File: config.mk
export PLATFORM = sky130hd
export DESIGN_NAME = chunked_subtractor
export DESIGN_NICKNAME = d
export VERILOG_FILES = /design/src/rtl/chunked_subtractor.sv
export SDC_FILE = /design/constraint.sdc
export NUM_CORES = 1
export LEC_CHECK = 0
export ABC_AREA = 1
export CAP_MARGIN = 20
export CORE_ASPECT_RATIO = 0.8
export CORE_MARGIN = 1.5
export CORE_UTILIZATION = 45
export CTS_CLUSTER_SIZE = 16
export DETAILED_ROUTE_END_ITERATION = 10
export PLACE_DENSITY = 0.67
export SLEW_MARGIN = 20
export SYNTH_ARGS = -nofsm -noshare
export SYNTH_HDL_FRONTEND = slang
export SYNTH_SLANG_ARGS = --single-unit
File: constraint.sdc
create_clock -name clk -period 9.65 [get_ports clk]
set_clock_uncertainty 0.05 [all_clocks]
set_input_delay 0.965 -clock clk [delete_from_list [all_inputs] [get_ports clk]]
set_output_delay 0.965 -clock clk [all_outputs]
set_load 0.02 [all_outputs]
File: src/rtl/chunked_subtractor.sv
// chunked_subtractor
//   Multi-cycle SIZE-bit subtractor: Result = A - B - Bin, with borrow-out,
//   zero and signed-overflow flags. It handles CHUNK bits per clock, least
//   significant chunk first, and ripples a borrow from one chunk to the next.
//
// Ports
//   clk, rst_n        rising-edge clock, asynchronous active-low reset
//   start             operation request
//   A, B, Bin         minuend, subtrahend, borrow-in (sampled at acceptance)
//   ready             high while idle
//   done              one-cycle completion pulse
//   Result            A - B - Bin mod 2^SIZE
//   Bout              1 iff unsigned A < B + Bin
//   Zero              1 iff Result == 0
//   Overflow          1 iff the signed difference does not fit in SIZE bits
//   state_dbg         current FSM state (IDLE=0, BUSY=1, DONE=2)
//
// Handshake: a request is taken on a rising edge where start && ready.
// Nothing is queued, so start while ready==0 is dropped. done is high for
// exactly one cycle. Result and the flags are valid from that cycle and
// hold until the next completion.
module chunked_subtractor #(
   parameter int SIZE  = 32,
   parameter int CHUNK = 8
) (
   input  logic            clk,
   input  logic            rst_n,
   input  logic            start,
   input  logic [SIZE-1:0] A,
   input  logic [SIZE-1:0] B,
   input  logic            Bin,
   output logic            ready,
   output logic            done,
   output logic [SIZE-1:0] Result,
   output logic            Bout,
   output logic            Zero,
   output logic            Overflow,
   output logic [1:0]      state_dbg
);

   localparam int N  = SIZE / CHUNK;
   localparam int IW = (N > 1) ? $clog2(N) : 1;
   localparam logic [IW-1:0] LAST_IDX = IW'(N - 1);

   generate
      if (SIZE % CHUNK != 0) begin : g_bad_chunk
         $error("chunked_subtractor: SIZE must be a multiple of CHUNK");
      end
   endgenerate

   typedef enum logic [1:0] {
      S_IDLE = 2'd0,
      S_BUSY = 2'd1,
      S_DONE = 2'd2
   } state_t;

   state_t state_q, state_d;

   // Working registers
   logic [SIZE-1:0] a_q, b_q, res_q;
   logic            borrow_q;
   logic [IW-1:0]   idx_q;

   // Output registers: these change only on the final chunk, so the outputs
   // never show a partial result.
   logic [SIZE-1:0] result_q;
   logic            bout_q, zero_q, ovf_q;

   // Datapath for the current chunk
   int              base;
   logic [CHUNK-1:0] a_sl, b_sl;
   logic [CHUNK:0]   sub;
   logic [SIZE-1:0]  res_full;
   logic             ovf_full;

   always_comb begin
      base     = int'(idx_q) * CHUNK;
      a_sl     = a_q[base +: CHUNK];
      b_sl     = b_q[base +: CHUNK];
      // The extra top bit of the difference is the borrow out of this chunk.
      sub      = {1'b0, a_sl} - {1'b0, b_sl} - {{CHUNK{1'b0}}, borrow_q};
      res_full = res_q;
      res_full[base +: CHUNK] = sub[CHUNK-1:0];
      // Sign rule: overflow when the operand signs differ and the result sign
      // differs from A. This matches (borrow into MSB) XOR (borrow out of MSB).
      ovf_full = (a_q[SIZE-1] ^ b_q[SIZE-1]) & (res_full[SIZE-1] ^ a_q[SIZE-1]);
   end

   // FSM: state register
   always_ff @(posedge clk or negedge rst_n) begin
      if (!rst_n) state_q <= S_IDLE;
      else        state_q <= state_d;
   end

   // FSM: next state
   always_comb begin
      state_d = state_q;
      case (state_q)
         S_IDLE:  if (start) state_d = S_BUSY;
         S_BUSY:  if (idx_q == LAST_IDX) state_d = S_DONE;
         S_DONE:  state_d = S_IDLE;
         default: state_d = S_IDLE;
      endcase
   end

   // Working and output registers
   always_ff @(posedge clk or negedge rst_n) begin
      if (!rst_n) begin
         a_q      <= '0;
         b_q      <= '0;
         res_q    <= '0;
         borrow_q <= 1'b0;
         idx_q    <= '0;
         result_q <= '0;
         bout_q   <= 1'b0;
         zero_q   <= 1'b0;
         ovf_q    <= 1'b0;
      end else begin
         case (state_q)
            S_IDLE: begin
               if (start) begin
                  a_q      <= A;
                  b_q      <= B;
                  res_q    <= '0;
                  borrow_q <= Bin;
                  idx_q    <= '0;
               end
            end
            S_BUSY: begin
               res_q    <= res_full;
               borrow_q <= sub[CHUNK];
               if (idx_q == LAST_IDX) begin
                  idx_q    <= '0;
                  result_q <= res_full;
                  bout_q   <= sub[CHUNK];
                  zero_q   <= (res_full == '0);
                  ovf_q    <= ovf_full;
               end else begin
                  idx_q <= idx_q + 1'b1;
               end
            end
            default: ;
         endcase
      end
   end

   assign ready     = (state_q == S_IDLE);
   assign done      = (state_q == S_DONE);
   assign Result    = result_q;
   assign Bout      = bout_q;
   assign Zero      = zero_q;
   assign Overflow  = ovf_q;
   assign state_dbg = state_q;

endmodule

After elaboration in Yosys (flattened, before gate mapping)
Cells that the tools add are included.

Add/subtract/negate cells: 4. Equal/unequal tests: 5. Shifts and indexed selects: 4. Multiplexer cells: 11. Bitwise operators: 3. Reduce and logical (&&, ||, !) cells: 7.

Operators by type and width (count): 32-bit case mux with 2 select lines (1); 32-bit by 6-bit indexed part select with 8-bit output (2); 5-bit negator with 33-bit output (1); 8-bit by 33-bit variable shift with 32-bit output, first input constant (1); 8-bit by 33-bit indexed part select with 32-bit output (1); 32-bit bitwise mux (1); 32-bit zero test (1); 32-bit 2-to-1 mux (1); 8-bit by 8-bit subtractor with 9-bit output (1); 9-bit by 1-bit subtractor with 9-bit output (1); 2-bit 2-to-1 mux (4); 2-bit case mux with 2 select lines (2); 2-bit AND reduction (4); 2-bit equality test, second input constant (2); 2-bit != test, second input constant (2); 2-bit by 1-bit adder with 2-bit output, second input constant (1); 2-bit by 1-bit equality test with 1-bit output, second input constant (1); 2-bit zero test (1); 1-bit case mux with 2 select lines (1); 2-bit nonzero test (1); 1-bit bitwise XOR (2); 1-bit AND (1); 1-bit 2-to-1 mux (1).

Bits in registers: 136. Bits of input ports: 68. Output and inout bits: 39. Word-level logic and storage cells: 44.

Depth between registers and ports, before layout
Depth after elaboration: 7. Mapped depth: 25. Mapped depth without buffers: 22.

Worst setup path before layout
No wires, ideal clock.

Path kind: register to register. Start: register idx_q[0]. End: register zero_q, in the netlist Zero. Setup time: 0.066 ns. Arrival time: 3.193 ns. Required time: 9.534 ns. Path slack: 6.342 ns. Stages on the path, launching flop included: 21. Buffers on the path: 3. Clock period less this slack: 3.308 ns. Path through: dfrtp_1 > buf_6 > buf_2 > buf_1 > nand2_1 > a32o_1 > fa_1 > fa_1 > inv_1 > nand2_1 > nand2_1 > nand3_1 > nand4_1 > nor2_1 > nor2_1 > nand3_1 > nor2_1 > nand3_1 > nor2_1 > nand3_1 > nand2_1.

Longest elaborated chain between the ends: 6. Elaborated cells on any way between the ends: 11. Classes of those cells: add/sub (3); eq/ne (1); shift (4); mux (1); reduce/logical (2).

RTL lines: from (decl) (RTL line 62) `logic [IW-1:0] idx_q;`; from (signal assigned) (RTL line 139) `idx_q <= idx_q + 1'b1;`; 32-bit by 6-bit indexed part select with 8-bit output, on equally long branches (RTL line 78, 79); 8-bit by 8-bit subtractor with 9-bit output (RTL line 81) `sub = {1'b0, a_sl} - {1'b0, b_sl} - {{CHUNK{1'b0}}, borrow_q};`; 9-bit by 1-bit subtractor with 9-bit output (RTL line 81); 8-bit by 33-bit indexed part select with 32-bit output (RTL line 83) `res_full[base +: CHUNK] = sub[CHUNK-1:0];`; 32-bit bitwise mux (RTL line 83); 32-bit zero test (RTL line 136) `zero_q <= (res_full == '0);`; to (signal assigned) (RTL line 136); to (decl) (RTL line 67) `logic bout_q, zero_q, ovf_q;`.

Parallel ways exist; a longest one is shown, timed or not. A chain may end at the register's enable or synchronous reset.

Final worst setup path
Start: input start. End: register res_q[1].

Longest elaborated chain between the ends: 2.

RTL lines: from (decl) (RTL line 28) `input logic start,`; 2-bit != test (no source line); 2-bit AND reduction (no source line); to (signal assigned) (RTL line 130) `res_q <= res_full;`; to (decl) (RTL line 60) `logic [SIZE-1:0] a_q, b_q, res_q;`.

Every way passes these cells.

==> impl_metrics.json <==
{
  "syn2layout_area_growth_pct": 26.8,
  "cts_buffer_depth": 2,
  "min_to": "b_q[15]",
  "drt_wl_total_mm": 18.0,
  "final-hold-violation-count": 0,
  "synth_area_mm2": 0.00676,
  "rrSetupSlack_ps": 5910,
  "dr.pass1.iters": 5,
  "worstPathRequired_ps": 9930,
  "portBuffers": 106,
  "chipHeight_um": 113,
  "drc_errors": 0,
  "dr.first_iter.drc_count": 562,
  "pin_count": 107,
  "crit_path_max_incr_delay_ps": 890,
  "grt_max_degree": 81,
  "post-place-ws_ps": 5780,
  "grt_use_total_pct": 24.5,
  "path_clk_slew_ps": 60,
  "n_fill_cell": 1336,
  "syn-instance-count": 855,
  "rr_endpoint": "Zero",
  "ctsHoldBuffers": 0,
  "row_count": 39,
  "tritoncts": "yes",
  "yosys.area.top_type": "dfrtp_1",
  "critPathTopFamily": "buffers and inverters",
  "power_leakage_nw": 4.25,
  "overflow": 0,
  "grt_pass1_wl_mm": 30.0,
  "r2r-start": "idx_q[1]",
  "layout_setup_ws_ps": 5830,
  "clockRootBuffer": "clkbuf_16",
  "yosysTopAreaCellShare_pct": 50.3,
  "final_area_mm2": 0.00857,
  "endpoint_kind": "flop",
  "synthTopCellsByCount": "365 x nand2_1, 136 x dfrtp_1, 58 x o21ai_0",
  "hp-class": "flop to flop",
  "cts_sinks": 136,
  "drive_gt1_share_pct": 7.39,
  "worst_pin_slew_ps": 899,
  "synth-edff-count": 0,
  "fin_nets": 1036,
  "post_cts_buffers": 0,
  "path_cells": "clkdlybuf4s50_1, nand2_2, buf_4, clkinv_2, nor2_1, buf_4, inv_1, o21ai_0",
  "design.core.area_mm2": 0.0145,
  "path_common_cell": "buf_4",
  "yosysMostFrequentCell": "nand2_1",
  "ys_seq_elements": 136,
  "startpoint_type": "input port",
  "post_drt_wl_per_cell_um": 15.7,
  "ys_warn_count": 0,
  "fp.dieW_um": 140,
  "yosysSeqAreaShare_pct": 50.3,
  "die_area_mm2": 0.0158,
  "antenna_found_initial": 0,
  "setup_viol": 0,
  "synth_area_leaders": "dfrtp_1 50%, nand2_1 20%, o21ai_0 4.3%",
  "crit_fanout": 68,
  "crit_type": "input port to flop",
  "path_buf_inv": 5,
  "clock_latency_ps": 430,
  "maxSlewHeadroom_pct": 40.0,
  "ys_types": 36,
  "vias": 5926,
  "cp_slowest_cell": "clkinv_2",
  "hold_start": "b_q[15]",
  "setup_tns_ps": 0,
  "postSynthAreaPerCell_um2": 7.91,
  "ant_nets": 0,
  "crit_arrival_ps": 4100,
  "cellPowerDensity_mw_per_mm2": 443,
  "synth_fp_nets": 943,
  "min_period_over_period_pct": 39.5,
  "ir_worst_vdd_v": 0.000237,
  "fin_crit_ps": 3820,
  "async_flop_share_pct": 100,
  "antenna_cells": 0,
  "gp_congestion": 0.936,
  "status": "complete, no violations",
  "start_util_pct": 46.7,
  "placed_area_mm2": 0.00793,
  "max_freq_mhz": 262,
  "postCtsResizedCells": 0,
  "dp_hpwl_mm": 12.1,
  "worstRegToRegCells": 18,
  "power_mw": 3.79,
  "whs_path_depth": 2,
  "maxSlewViolCount": 0,
  "drv_cap": 0,
  "cts_made_buffers": 17,
  "hold_ws_ps": 422,
  "cts.htree.levels": 4,
  "rsz0062_at_grt": "false",
  "vias_per_cell": 5.18,
  "grt_pass1_vias": 5669,
  "synth_flop_cell": "dfrtp_1"
}
-- cells in the final DEF (no fill, tap or decap), types with 6 or more instances in the layout --
master and count:
a21oi_1 12, a22o_1 6, a32o_1 8, buf_4 7
clkbuf_16 17, clkdlybuf4s50_1 105, dfrtp_1 136, ha_1 18
inv_1 54, inv_2 10, nand2_1 364, nand2_2 8
nand3_1 22, nand4_1 14, nor2_1 55, o21ai_0 58
o21ai_1 6, o22ai_1 17
-- metrics by stage --
stage | util, % | cells
after floorplan | - | 855
after global placement | 54.7 | 1113
after detailed placement | 54.7 | 1113
after CTS | 59.1 | 1145
after global routing | 59.1 | 1145
final | 59.1 | 1145
-- worst register-to-register path, cell delays in order (launching register included) --
cell     delay, ps
dfrtp_1        540
inv_2          460
o21ai_0        170
o22ai_1        340
ha_1           210
inv_1           40
ha_1           390
nand2_1        110
nor2_1         200
nand3_4        110
nand3_1         90
nand2_2        100
nand4_1        140
o21ai_0        100
inv_1          190
nand2_1         80
nor2_1         190
nand3_1        100
nand2_1         60
-- state kept, by name (all words and copies together) (netlist names) --
register	cells
Bout	1
Overflow	1
Result	32
Zero	1
a_q	32
b_q	32
borrow_q	1
idx_q	2
res_q	32
state_dbg	2
-- area by class of cell --
cell class	instances	area (µm²)	area share, %
flip-flops and latches	136	3400	39.7
multi-input cells	613	2930	34.2
repair buffers	113	1110	13.0
clock buffers	23	468	5.46
inverters	67	253	2.95
well taps	184	230	2.69
clock inverters	9	170	1.99
-- where the power goes --
part / switching [mW] / internal (mW)
clock network: 0.237 / 0.470
registers: 0.138 / 0.808
logic: 1.41 / 0.730
-- cells by family (layout without fill, tap and decap cells) --
logic type | Yosys count | count (layout) | synth area share, %
flops | 136 | 136 | 50.3
simple gates | 478 | 478 | 29.3
buf+inv | 106 | 212 | 6.35
fa+ha+maj | 20 | 20 | 3.92
xor+xnor | 1 | 1 | 0.130
compound gates | 114 | 114 | 9.99
-- how the worst max path moves through the flow --
stage / cells past startpoint / end / slack (ps) / start
after floorplan: 20 / Zero / 6340 / idx_q[0]
after global placement: 8 / res_q[18] / 5810 / start
after detailed placement: 8 / res_q[1] / 5780 / start
after CTS: 18 / Zero / 6060 / idx_q[1]
after global routing: 8 / res_q[6] / 5530 / start
final: 8 / res_q[1] / 5830 / start
-- metal layers --
layer / vias to the layer above / share of wire [%] / global-route usage (%)
li1: 2914 / - / -
met3: 14 / 7.5 / 7.00
met5: - / 0 / 0
met1: 2781 / 50 / 36.7
met2: 217 / 42 / 35.0
met4: 0 / 1.0 / 5.61
Note: power is estimated with default switching activity, not from simulation.
